===== config.mk =====
export PLATFORM = sky130hd
export DESIGN_NAME = block_stream_reader
export DESIGN_NICKNAME = d
export VERILOG_FILES = /design/src/rtl/block_stream_reader.sv
export SDC_FILE = /design/constraint.sdc
export NUM_CORES = 1
export LEC_CHECK = 0
export ABC_CLOCK_PERIOD_IN_PS = 3200
export CORE_MARGIN = 1
export CORE_UTILIZATION = 40
export CTS_BUF_LIST = sky130_fd_sc_hd__clkbuf_4 sky130_fd_sc_hd__clkbuf_8
export DETAILED_ROUTE_END_ITERATION = 8
export MAX_ROUTING_LAYER = met4
export SLEW_MARGIN = 20
export SYNTH_ARGS = -nofsm -noshare
export SYNTH_HDL_FRONTEND = slang
export SYNTH_SLANG_ARGS = --single-unit

===== constraint.sdc =====
create_clock -name clk_in -period 3.2 [get_ports clk_in]
set_input_delay 0.32 -clock clk_in [delete_from_list [all_inputs] [get_ports clk_in]]
set_output_delay 0.32 -clock clk_in [all_outputs]
set_load 0.005 [all_outputs]

===== src/rtl/block_stream_reader.sv =====
// block_stream_reader: reads one frame of NUM_BLOCKS blocks from an attached
// block store (fixed 2-cycle read latency) and streams them downstream through
// a small return FIFO with valid/ready flow control.
// Optional feature: define BLOCK_READER_ABORT_EN to add abort_in and the FLUSH state.
//
// Handshakes: a downstream transfer happens on every rising edge where
// block_valid_out and block_ready_in are both high. block_out/block_last_out
// hold steady while valid is high and ready is low. Each read pulse to the store
// is answered by exactly one read_block_valid_in two cycles later.
module block_stream_reader #(
    parameter int REGISTER_SIZE = 32,
    parameter int NUM_BLOCKS    = 128,
    parameter int FIFO_DEPTH    = 4
) (
    input  logic                     clk_in,
    input  logic                     rst_in,
    input  logic                     start_in,
`ifdef BLOCK_READER_ABORT_EN
    input  logic                     abort_in,
`endif
    output logic                     busy_out,
    output logic                     read_next_block_valid_out,
    input  logic [REGISTER_SIZE-1:0] read_block_in,
    input  logic                     read_block_valid_in,
    output logic [REGISTER_SIZE-1:0] block_out,
    output logic                     block_valid_out,
    input  logic                     block_ready_in,
    output logic                     block_last_out,
    output logic                     done_out,
    output logic [1:0]               state_dbg_out
);

    localparam int CW = $clog2(NUM_BLOCKS) + 1;
    localparam int PW = (FIFO_DEPTH > 1) ? $clog2(FIFO_DEPTH) : 1;
    localparam int OW = $clog2(FIFO_DEPTH + 1);
    localparam int SW = OW + 2;
    localparam logic [CW-1:0] NUM_C   = CW'(NUM_BLOCKS);
    localparam logic [CW-1:0] LAST_C  = CW'(NUM_BLOCKS - 1);
    localparam logic [SW-1:0] DEPTH_S = SW'(FIFO_DEPTH);
    localparam logic [OW-1:0] FULL_C  = OW'(FIFO_DEPTH);
    localparam logic [PW-1:0] PTR_MAX = PW'(FIFO_DEPTH - 1);

    typedef enum logic [1:0] {
        IDLE   = 2'd0,
        STREAM = 2'd1,
        DRAIN  = 2'd2
`ifdef BLOCK_READER_ABORT_EN
        ,
        FLUSH  = 2'd3
`endif
    } state_t;

    state_t             state_q, state_d;
    logic [CW-1:0]      issued_q, issued_d;
    logic [CW-1:0]      delivered_q, delivered_d;
    logic [1:0]         in_flight_q, in_flight_d;
    logic               pulse_q, pulse_d;
    logic               done_q, done_d;
    logic [PW-1:0]      wr_ptr_q, wr_ptr_d;
    logic [PW-1:0]      rd_ptr_q, rd_ptr_d;
    logic [OW-1:0]      count_q, count_d;
    logic [REGISTER_SIZE-1:0] mem_q [FIFO_DEPTH];

    logic fifo_valid;
    logic pop;
    logic push;
    logic ret;

    // Next-state, counters, FIFO pointers and the registered read pulse.
    // The pulse is decided one cycle ahead from the next-cycle occupancy and
    // in-flight values, so a pulse in cycle c obeys the credit rule on cycle c's counts.
    always_comb begin
        fifo_valid  = (count_q != '0);
        pop         = fifo_valid && block_ready_in;
        ret         = read_block_valid_in && (state_q != IDLE) && (in_flight_q != 2'd0);
        push        = ret && ((state_q == STREAM) || (state_q == DRAIN));

        state_d     = state_q;
        issued_d    = issued_q + CW'(pulse_q);
        delivered_d = delivered_q + CW'(pop);
        in_flight_d = in_flight_q + {1'b0, pulse_q} - {1'b0, ret};
        count_d     = count_q + OW'(push) - OW'(pop);
        wr_ptr_d    = wr_ptr_q;
        rd_ptr_d    = rd_ptr_q;
        done_d      = 1'b0;

        if (push) wr_ptr_d = (wr_ptr_q == PTR_MAX) ? '0 : wr_ptr_q + 1'b1;
        if (pop)  rd_ptr_d = (rd_ptr_q == PTR_MAX) ? '0 : rd_ptr_q + 1'b1;

        case (state_q)
            IDLE: begin
                if (start_in) begin
                    state_d     = STREAM;
                    issued_d    = '0;
                    delivered_d = '0;
                end
            end
            STREAM: begin
                if (issued_d == NUM_C) state_d = DRAIN;
            end
            DRAIN: begin
                if ((in_flight_d == 2'd0) && (count_d == '0) && (delivered_d == NUM_C)) begin
                    state_d = IDLE;
                    done_d  = 1'b1;
                end
            end
`ifdef BLOCK_READER_ABORT_EN
            FLUSH: begin
                if ((in_flight_d == 2'd0) && (issued_d == NUM_C)) state_d = IDLE;
            end
`endif
            default: state_d = IDLE;
        endcase

`ifdef BLOCK_READER_ABORT_EN
        if (abort_in && ((state_q == STREAM) || (state_q == DRAIN))) begin
            state_d = FLUSH;
            done_d  = 1'b0;
        end
        // FLUSH keeps the return buffer empty; returns are dropped.
        if (state_d == FLUSH) begin
            count_d  = '0;
            wr_ptr_d = '0;
            rd_ptr_d = '0;
        end
`endif

        pulse_d = (state_d == STREAM) && (issued_d < NUM_C) &&
                  ((SW'(count_d) + SW'(in_flight_d)) < DEPTH_S);
`ifdef BLOCK_READER_ABORT_EN
        if (state_d == FLUSH) pulse_d = (issued_d < NUM_C);
`endif
    end

    // Control state register with asynchronous active-low clear.
    always_ff @(posedge clk_in or negedge rst_in) begin
        if (!rst_in) begin
            state_q     <= IDLE;
            issued_q    <= '0;
            delivered_q <= '0;
            in_flight_q <= 2'd0;
            pulse_q     <= 1'b0;
            done_q      <= 1'b0;
            wr_ptr_q    <= '0;
            rd_ptr_q    <= '0;
            count_q     <= '0;
        end else begin
            state_q     <= state_d;
            issued_q    <= issued_d;
            delivered_q <= delivered_d;
            in_flight_q <= in_flight_d;
            pulse_q     <= pulse_d;
            done_q      <= done_d;
            wr_ptr_q    <= wr_ptr_d;
            rd_ptr_q    <= rd_ptr_d;
            count_q     <= count_d;
        end
    end

    // Return-buffer storage; contents are only meaningful below count_q.
    always_ff @(posedge clk_in) begin
        if (push) mem_q[wr_ptr_q] <= read_block_in;
    end

`ifndef SYNTHESIS
    // Issue is throttled on occupancy plus in-flight, so a push never meets a full buffer.
    push_into_full: assert property (@(posedge clk_in) disable iff (!rst_in)
                                     !(push && (count_q == FULL_C)));
`endif

    assign block_valid_out           = fifo_valid;
    assign block_out                 = fifo_valid ? mem_q[rd_ptr_q] : '0;
    assign block_last_out            = fifo_valid && (delivered_q == LAST_C);
    assign busy_out                  = (state_q != IDLE);
    assign read_next_block_valid_out = pulse_q;
    assign done_out                  = done_q;
    assign state_dbg_out             = state_q;

endmodule


==> flow_metrics.tcl, run 1 <==
set metrics [dict create \
    status "finished clean" \
    timing.fmax_mhz 328 \
    dieArea_um2 16900 \
    synth_nets 416 \
    synth_warnings 0 \
    port-buffer-count 75 \
    synth_top_area_share_pct 58.7 \
    n_antenna_cell 0 \
    start_util_pct 41.0 \
    clockBufferDepth 2 \
    grt_pass1_vias 3604 \
    skew_ns 0.00949 \
    core_area_um2 15900 \
    worst_pin_slew_ns 0.650 \
    power_mw 7.26 \
    finalSetupTns_ns 0 \
    reg2reg_depth 15 \
    crit_fanout 3 \
    hold_buffers 0 \
    avgRoutedWirePerCell_um 17.4 \
    multiInputGateArea_um2 1900 \
    final_layout_size_suffix_gt1_share_pct 22.5 \
    drt_iter0_markers 187 \
    grt_pass1_wl_um 19100 \
    ys_seq_area_share_pct 69.8 \
    clock_latency_ns 0.43 \
    vias 3395 \
    syn2layout_area_growth_pct 24.3 \
    ys_ff_latch 157 \
    crit_path_start_kind "flop" \
    final_common_cell "edfxtp_1" \
    hpwl_um 7770 \
    final_hold_viol_count 0 \
    path_class "reg2reg" \
    grt-ovfl-total 0 \
    cts_tree "built" \
    hold_class "in2async" \
    synth_async_sr_flop_share_pct 18.5 \
    cts.sinks 157 \
    cp-end-kind "flop" \
    p_per_area_nw_per_um2 893 \
    final_cell_mix "128 x edfxtp_1, 75 x clkdlybuf4s50_1, 34 x and2_1, 32 x mux4_2, 27 x dfrtp_1" \
    die_w_um 130 \
    ys.flop_type "edfxtp_1" \
    seq_area_um2 4570 \
    row_count 46 \
    synth_cell_types 50 \
    vias_per_cell 4.93 \
    ir_drop_mv 0.281 \
    synth_edf_count 128 \
    synth_largest_area_cell "edfxtp_1" \
    drv_slew 0 \
    ant_nets 0 \
    io_pins 76 \
    layout.cells.non_filler 688 \
    grt_usage_pct 16.2 \
    synth.area.top_cells "edfxtp_1 59%, dfrtp_1 11%, mux4_2 11%" \
    cts_buffers 17 \
    crit_required_ns 3.56 \
    fillCellCount 1316 \
    syn_avg_cell_area_um2 18.1 \
    nNetsFinal 513 \
    synth_area_um2 6540 \
    grt_max_degree 35 \
    die_y_um 130 \
    cts_root_buffer "clkbuf_8" \
    final-setup-viol-count 0 \
    relSlewSlack_pct 56.7 \
    syn-instance-count 362 \
    cts_htree_levels 4 \
    max_cap_viol_count 0 \
    dp_cells 655 \
    rr_startpoint "state_dbg_out[1]" \
    period_share_pct 95.2 \
    antenna_found_initial 0 \
    clk_pin_slew_ns 0.08 \
    crit_arrival_ns 3.40 \
    drt-total-wl_um 12000 \
    power_leakage_nw 2.84 \
    drc_errors 0 \
    place_congestion 0.777 \
    finalCriticalPeriod_ns 3.05 \
    drt_pass1_iterations 4 \
    cp-startpoint "state_dbg_out[1]" \
]
-- stage by stage --
| stage | area, µm² | setup WS [ns] | util, % | hold WS (ns) |
|---|---|---|---|---|
| 2_1_floorplan | 6540 | 0.0369 | - | 0.0244 |
| 3_3_place_gp | 7680 | 0.118 | 48.2 | 0.531 |
| 3_5_place_dp | 7680 | 0.0479 | 48.2 | 0.562 |
| 4_1_cts | 8100 | 0.0335 | 50.8 | 0.164 |
| 5_1_grt | 8130 | -0.0217 | 51.0 | 0.165 |
| 6_report | 8130 | 0.153 | 51.0 | 0.183 |
-- final timing paths --
kind,endpoint,slack [ns]
min,issued_q[0],0.18
max,read_next_block_valid_out,0.15
max in group asynchronous,rd_ptr_q[0],2.46
min reg2reg,in_flight_q[1],0.57
min in group clk_in,mem_q[1][6],0.51
max reg2reg,read_next_block_valid_out,0.15
-- where the power goes --
| part | internal, mW | switching [mW] |
|---|---|---|
| logic | 1.59 | 1.14 |
| clock network | 0.858 | 0.683 |
| registers | 2.70 | 0.292 |
| total | 5.15 | 2.11 |
-- what timing repair did --
action                     CTS  global route
setup endpoints to repair    0             3
resized for setup            0             6
buffers inserted             0             1
-- final cells by class --
class	count	share of cell area, %
tap	216	3.32
clock buffer	19	3.06
sequential	157	56.2
inverter	11	0.508
timing repair buffer	92	11.4
multi-input combinational	180	23.4
clock inverter	13	2.11
-- worst max-delay path, stage by stage (launching register included) --
cell,delay (ns)
dfrtp_1,0.39
inv_1,0.08
ha_2,0.20
inv_2,0.05
o211a_1,0.13
nand2_1,0.10
xor2_1,0.16
ha_1,0.16
inv_1,0.05
fa_1,0.48
inv_2,0.06
ha_1,0.28
a311oi_2,0.31
o221a_2,0.24
o221ai_2,0.08
a211oi_2,0.19
-- flip-flops by register name, summed over array words and instances (netlist names) --
| name | flops |
|---|---|
| mem_q | 128 |
| done_out | 1 |
| read_next_block_valid_out | 1 |
| wr_ptr_q | 2 |
| delivered_q | 8 |
| count_q | 3 |
| in_flight_q | 2 |
| issued_q | 8 |
| rd_ptr_q | 2 |
| state_dbg_out | 2 |
-- cell usage after synthesis, types with 2 or more instances --
cell      instances
and2_1           34
ha_1             16
nor3_1            4
clkbuf_1         10
nor4_1            2
mux4_2           32
nor2b_1           4
xor2_1            7
dfrtp_1          29
buf_2             3
and3_1            5
inv_1            11
edfxtp_1        128
mux2_2            2
nand2_1           6
a21oi_1           5
xnor2_1           9
nand4_1           2
nor2_1           17
nand3_1           5
nand3_2           2
-- routing by layer --
| layer | track usage, % | vias up | routed length [µm] |
|---|---|---|---|
| met5 | - | - | 0 |
| met1 | 19.0 | 1734 | 5090 |
| met4 | 5.75 | 0 | 114 |
| li1 | - | 1589 | - |
| met3 | 4.10 | 11 | 412 |
| met2 | 27.0 | 61 | 6340 |
-- kinds of logic after synthesis --
logic type	after synthesis	share of synthesized area, %
flops	157	69.8
compound gates	21	3.04
mux	34	11.4
xor+xnor	17	2.52
simple gates	91	8.32
buf+inv	25	1.55
fa+ha+maj	17	3.37
Note: power is estimated with default switching activity, not from simulation.
==> run 2, diff against run 1 <==
--- a/config.mk
+++ b/config.mk
@@ -11,6 +11,7 @@
 export CTS_BUF_LIST = sky130_fd_sc_hd__clkbuf_4 sky130_fd_sc_hd__clkbuf_8
 export DETAILED_ROUTE_END_ITERATION = 8
 export MAX_ROUTING_LAYER = met4
+export PLACE_DENSITY_LB_ADDON = 0.15
 export SLEW_MARGIN = 20
 export SYNTH_ARGS = -nofsm -noshare
 export SYNTH_HDL_FRONTEND = slang
==> run 2 against run 1 <==
  * Count of clock-buffer cells in the layout decreased by 1
  * First-iteration DRC count decreased by 0.53%
  * Sequential share of layout area about the same
  * Sequential cell count unchanged
  * Highest routed layer unchanged
  * Die area unchanged
  * Register-to-register slack improved by 0.03 ns
  * Maximum frequency increased by 1.0%
  * Largest cell class unchanged
  * Wire length increased by 3.2%
==> flow_metrics.tcl, run 2 (synthesis gave the netlist of run 1 again) <==
set metrics [dict create \
    status "finished clean" \
    cts_tree "built" \
    ir_drop_mv 0.291 \
    start_util_pct 41.0 \
    cts.sinks 157 \
    crit_arrival_ns 3.38 \
    crit_required_ns 3.57 \
    hold_ws_ns 0.252 \
    sw_frac_of_total_pct 29.5 \
    reg2reg_to "read_next_block_valid_out" \
    finalSetupTns_ns 0 \
    p_per_area_nw_per_um2 898 \
    ant_nets 0 \
    seq_area_um2 4570 \
    regMostFlops "mem_q" \
    place_congestion 0.803 \
    final-setup-viol-count 0 \
    power_leakage_nw 2.83 \
    grt-ovfl-total 0 \
    cpMostUsedCell "inv_1" \
    drt_iter0_markers 186 \
    drv_slew 0 \
    final_hold_viol_count 0 \
    multiInputGateArea_um2 1880 \
    drt-total-wl_um 12300 \
    final_layout_size_suffix_gt1_share_pct 21.7 \
    final_common_cell "edfxtp_1" \
    period_share_pct 94.2 \
    grt_pass1_wl_um 19000 \
    busiest_layer "met2" \
    avgRoutedWirePerCell_um 18.0 \
    cts_htree_levels 4 \
    placed_cell_area_um2 7680 \
    grt_pass1_vias 3556 \
    p_int_mw 5.14 \
    skew_ns 0.0120 \
    drc_errors 0 \
    die_y_um 130 \
    cp-end-kind "flop" \
    die_w_um 130 \
    hpwl_um 7850 \
    vias 3419 \
    power_mw 7.29 \
    globalRouteMet1Util_pct 19.1 \
    globalRouteMet3Util_pct 4.02 \
    grt_max_degree 35 \
    worst_pin_slew_ns 0.660 \
    vias_per_cell 4.98 \
    place_ws_ns 0.119 \
    clock_latency_ns 0.44 \
    reg_top3 "mem_q x128, delivered_q x8, issued_q x8" \
    crit_path_start_kind "flop" \
    max_cap_viol_count 0 \
    final_cell_mix "128 x edfxtp_1, 75 x clkdlybuf4s50_1, 34 x and2_1, 32 x mux4_2, 27 x dfrtp_1" \
    switching_power_mw 2.15 \
    r2r_slack_ns 0.18 \
    drt_pass1_iterations 4 \
    relSlewSlack_pct 56.0 \
    max_stage_delay_ns 0.40 \
    path_class "reg2reg" \
    critPathSlowestCell "fa_1" \
    seqPwrFrac_pct 40.8 \
    cts_buffers 17 \
    setup_ws_ns 0.184 \
    fillCellCount 1327 \
    nNetsFinal 511 \
    grt_usage_pct 16.3 \
    timing.fmax_mhz 332 \
    fin_area_um2 8130 \
    hold_buffers 0 \
    clockBufferDepth 2 \
    io_pins 76 \
    rsz0062_at_grt "false" \
    cts_root_buffer "clkbuf_8" \
    grtUsageMet2_pct 27.4 \
    p_clk_share_pct 21.7 \
    hold_class "in2async" \
    rr_startpoint "state_dbg_out[1]" \
    clk_pin_slew_ns 0.09 \
    port-buffer-count 75 \
    crit_fanout 3 \
    n_antenna_cell 0 \
    row_count 46 \
    dieArea_um2 16900 \
    crit_chain "inv_1, ha_1, inv_1, o211a_1, nand2_1, xor2_1, ha_1, inv_1, fa_1, inv_1, ha_1, a311oi_2, o221a_2, o221ai_2, a211oi_2" \
    combPwrFrac_pct 37.4 \
    core_area_um2 15900 \
    reg2reg_depth 15 \
    largest_reg_flops 128 \
    finalCriticalPeriod_ns 3.02 \
    syn2layout_area_growth_pct 24.2 \
    antenna_found_initial 0 \
]
## run 2: cell types whose count changed in the layout (fill, tap and decap cells not counted), sizes merged
cell and change:
buf -2, clkinvlp +2, clkinv -1, clkbuf -1
## run 2: worst max path at each step
stage                             start                        end  cells after the start
floorplan              state_dbg_out[1]  read_next_block_valid_out                     15
global placement    read_block_valid_in  read_next_block_valid_out                     13
detailed placement  read_block_valid_in  read_next_block_valid_out                     13
CTS                    state_dbg_out[1]  read_next_block_valid_out                     15
global route           state_dbg_out[1]  read_next_block_valid_out                     15
finish                 state_dbg_out[1]  read_next_block_valid_out                     15
## run 2: repair_timing
item                                    in CTS  in global routing
buffers inserted                             0                  1
resized for setup                            0                  1
endpoints found under the setup margin       0                  3
hold endpoints to repair                     0                  0
## run 2: metrics by stage
step,utilization (%),cells
global route,51.0,686
global placement,48.2,653
finish,51.0,686
CTS,50.9,685
detailed placement,48.2,653
floorplan,-,362
## run 2: layer usage
layer / vias up / wire (µm)
met1: 1748 / 5370
li1: 1583 / -
met3: 13 / 497
met2: 75 / 6300
met5: - / 0
met4: 0 / 172
## run 2: critical path: cells and delay by family (launching register included)
family / cells / cell delay [ns]
adder cells (fa/ha/maj): 4 / 1.04
buffers and inverters: 4 / 0.38
flip-flops: 1 / 0.38
AND/OR/NAND/NOR: 1 / 0.08
AO/OA/AOI/OAI: 5 / 0.89
XOR/XNOR: 1 / 0.15
## run 2: final cells by class
| cell class | count | share of cell area [%] |
|---|---|---|
| clock buffers | 18 | 2.97 |
| clock inverters | 14 | 2.37 |
| inverters | 11 | 0.508 |
| flip-flops and latches | 157 | 56.3 |
| repair buffers | 90 | 11.4 |
| well taps | 216 | 3.33 |
| multi-input cells | 180 | 23.2 |
## run 2: power groups by stage
| stage | logic, mW | registers, mW | clock network [mW] |
|---|---|---|---|
| finish | 2.73 | 2.98 | 1.59 |
| floorplan | 1.64 | 2.89 | 0 |
| CTS | 2.77 | 2.99 | 1.63 |
| detailed placement | 2.76 | 3.03 | 0 |
| global placement | 2.74 | 3.01 | 0 |
| global route | 3.00 | 3.04 | 1.70 |
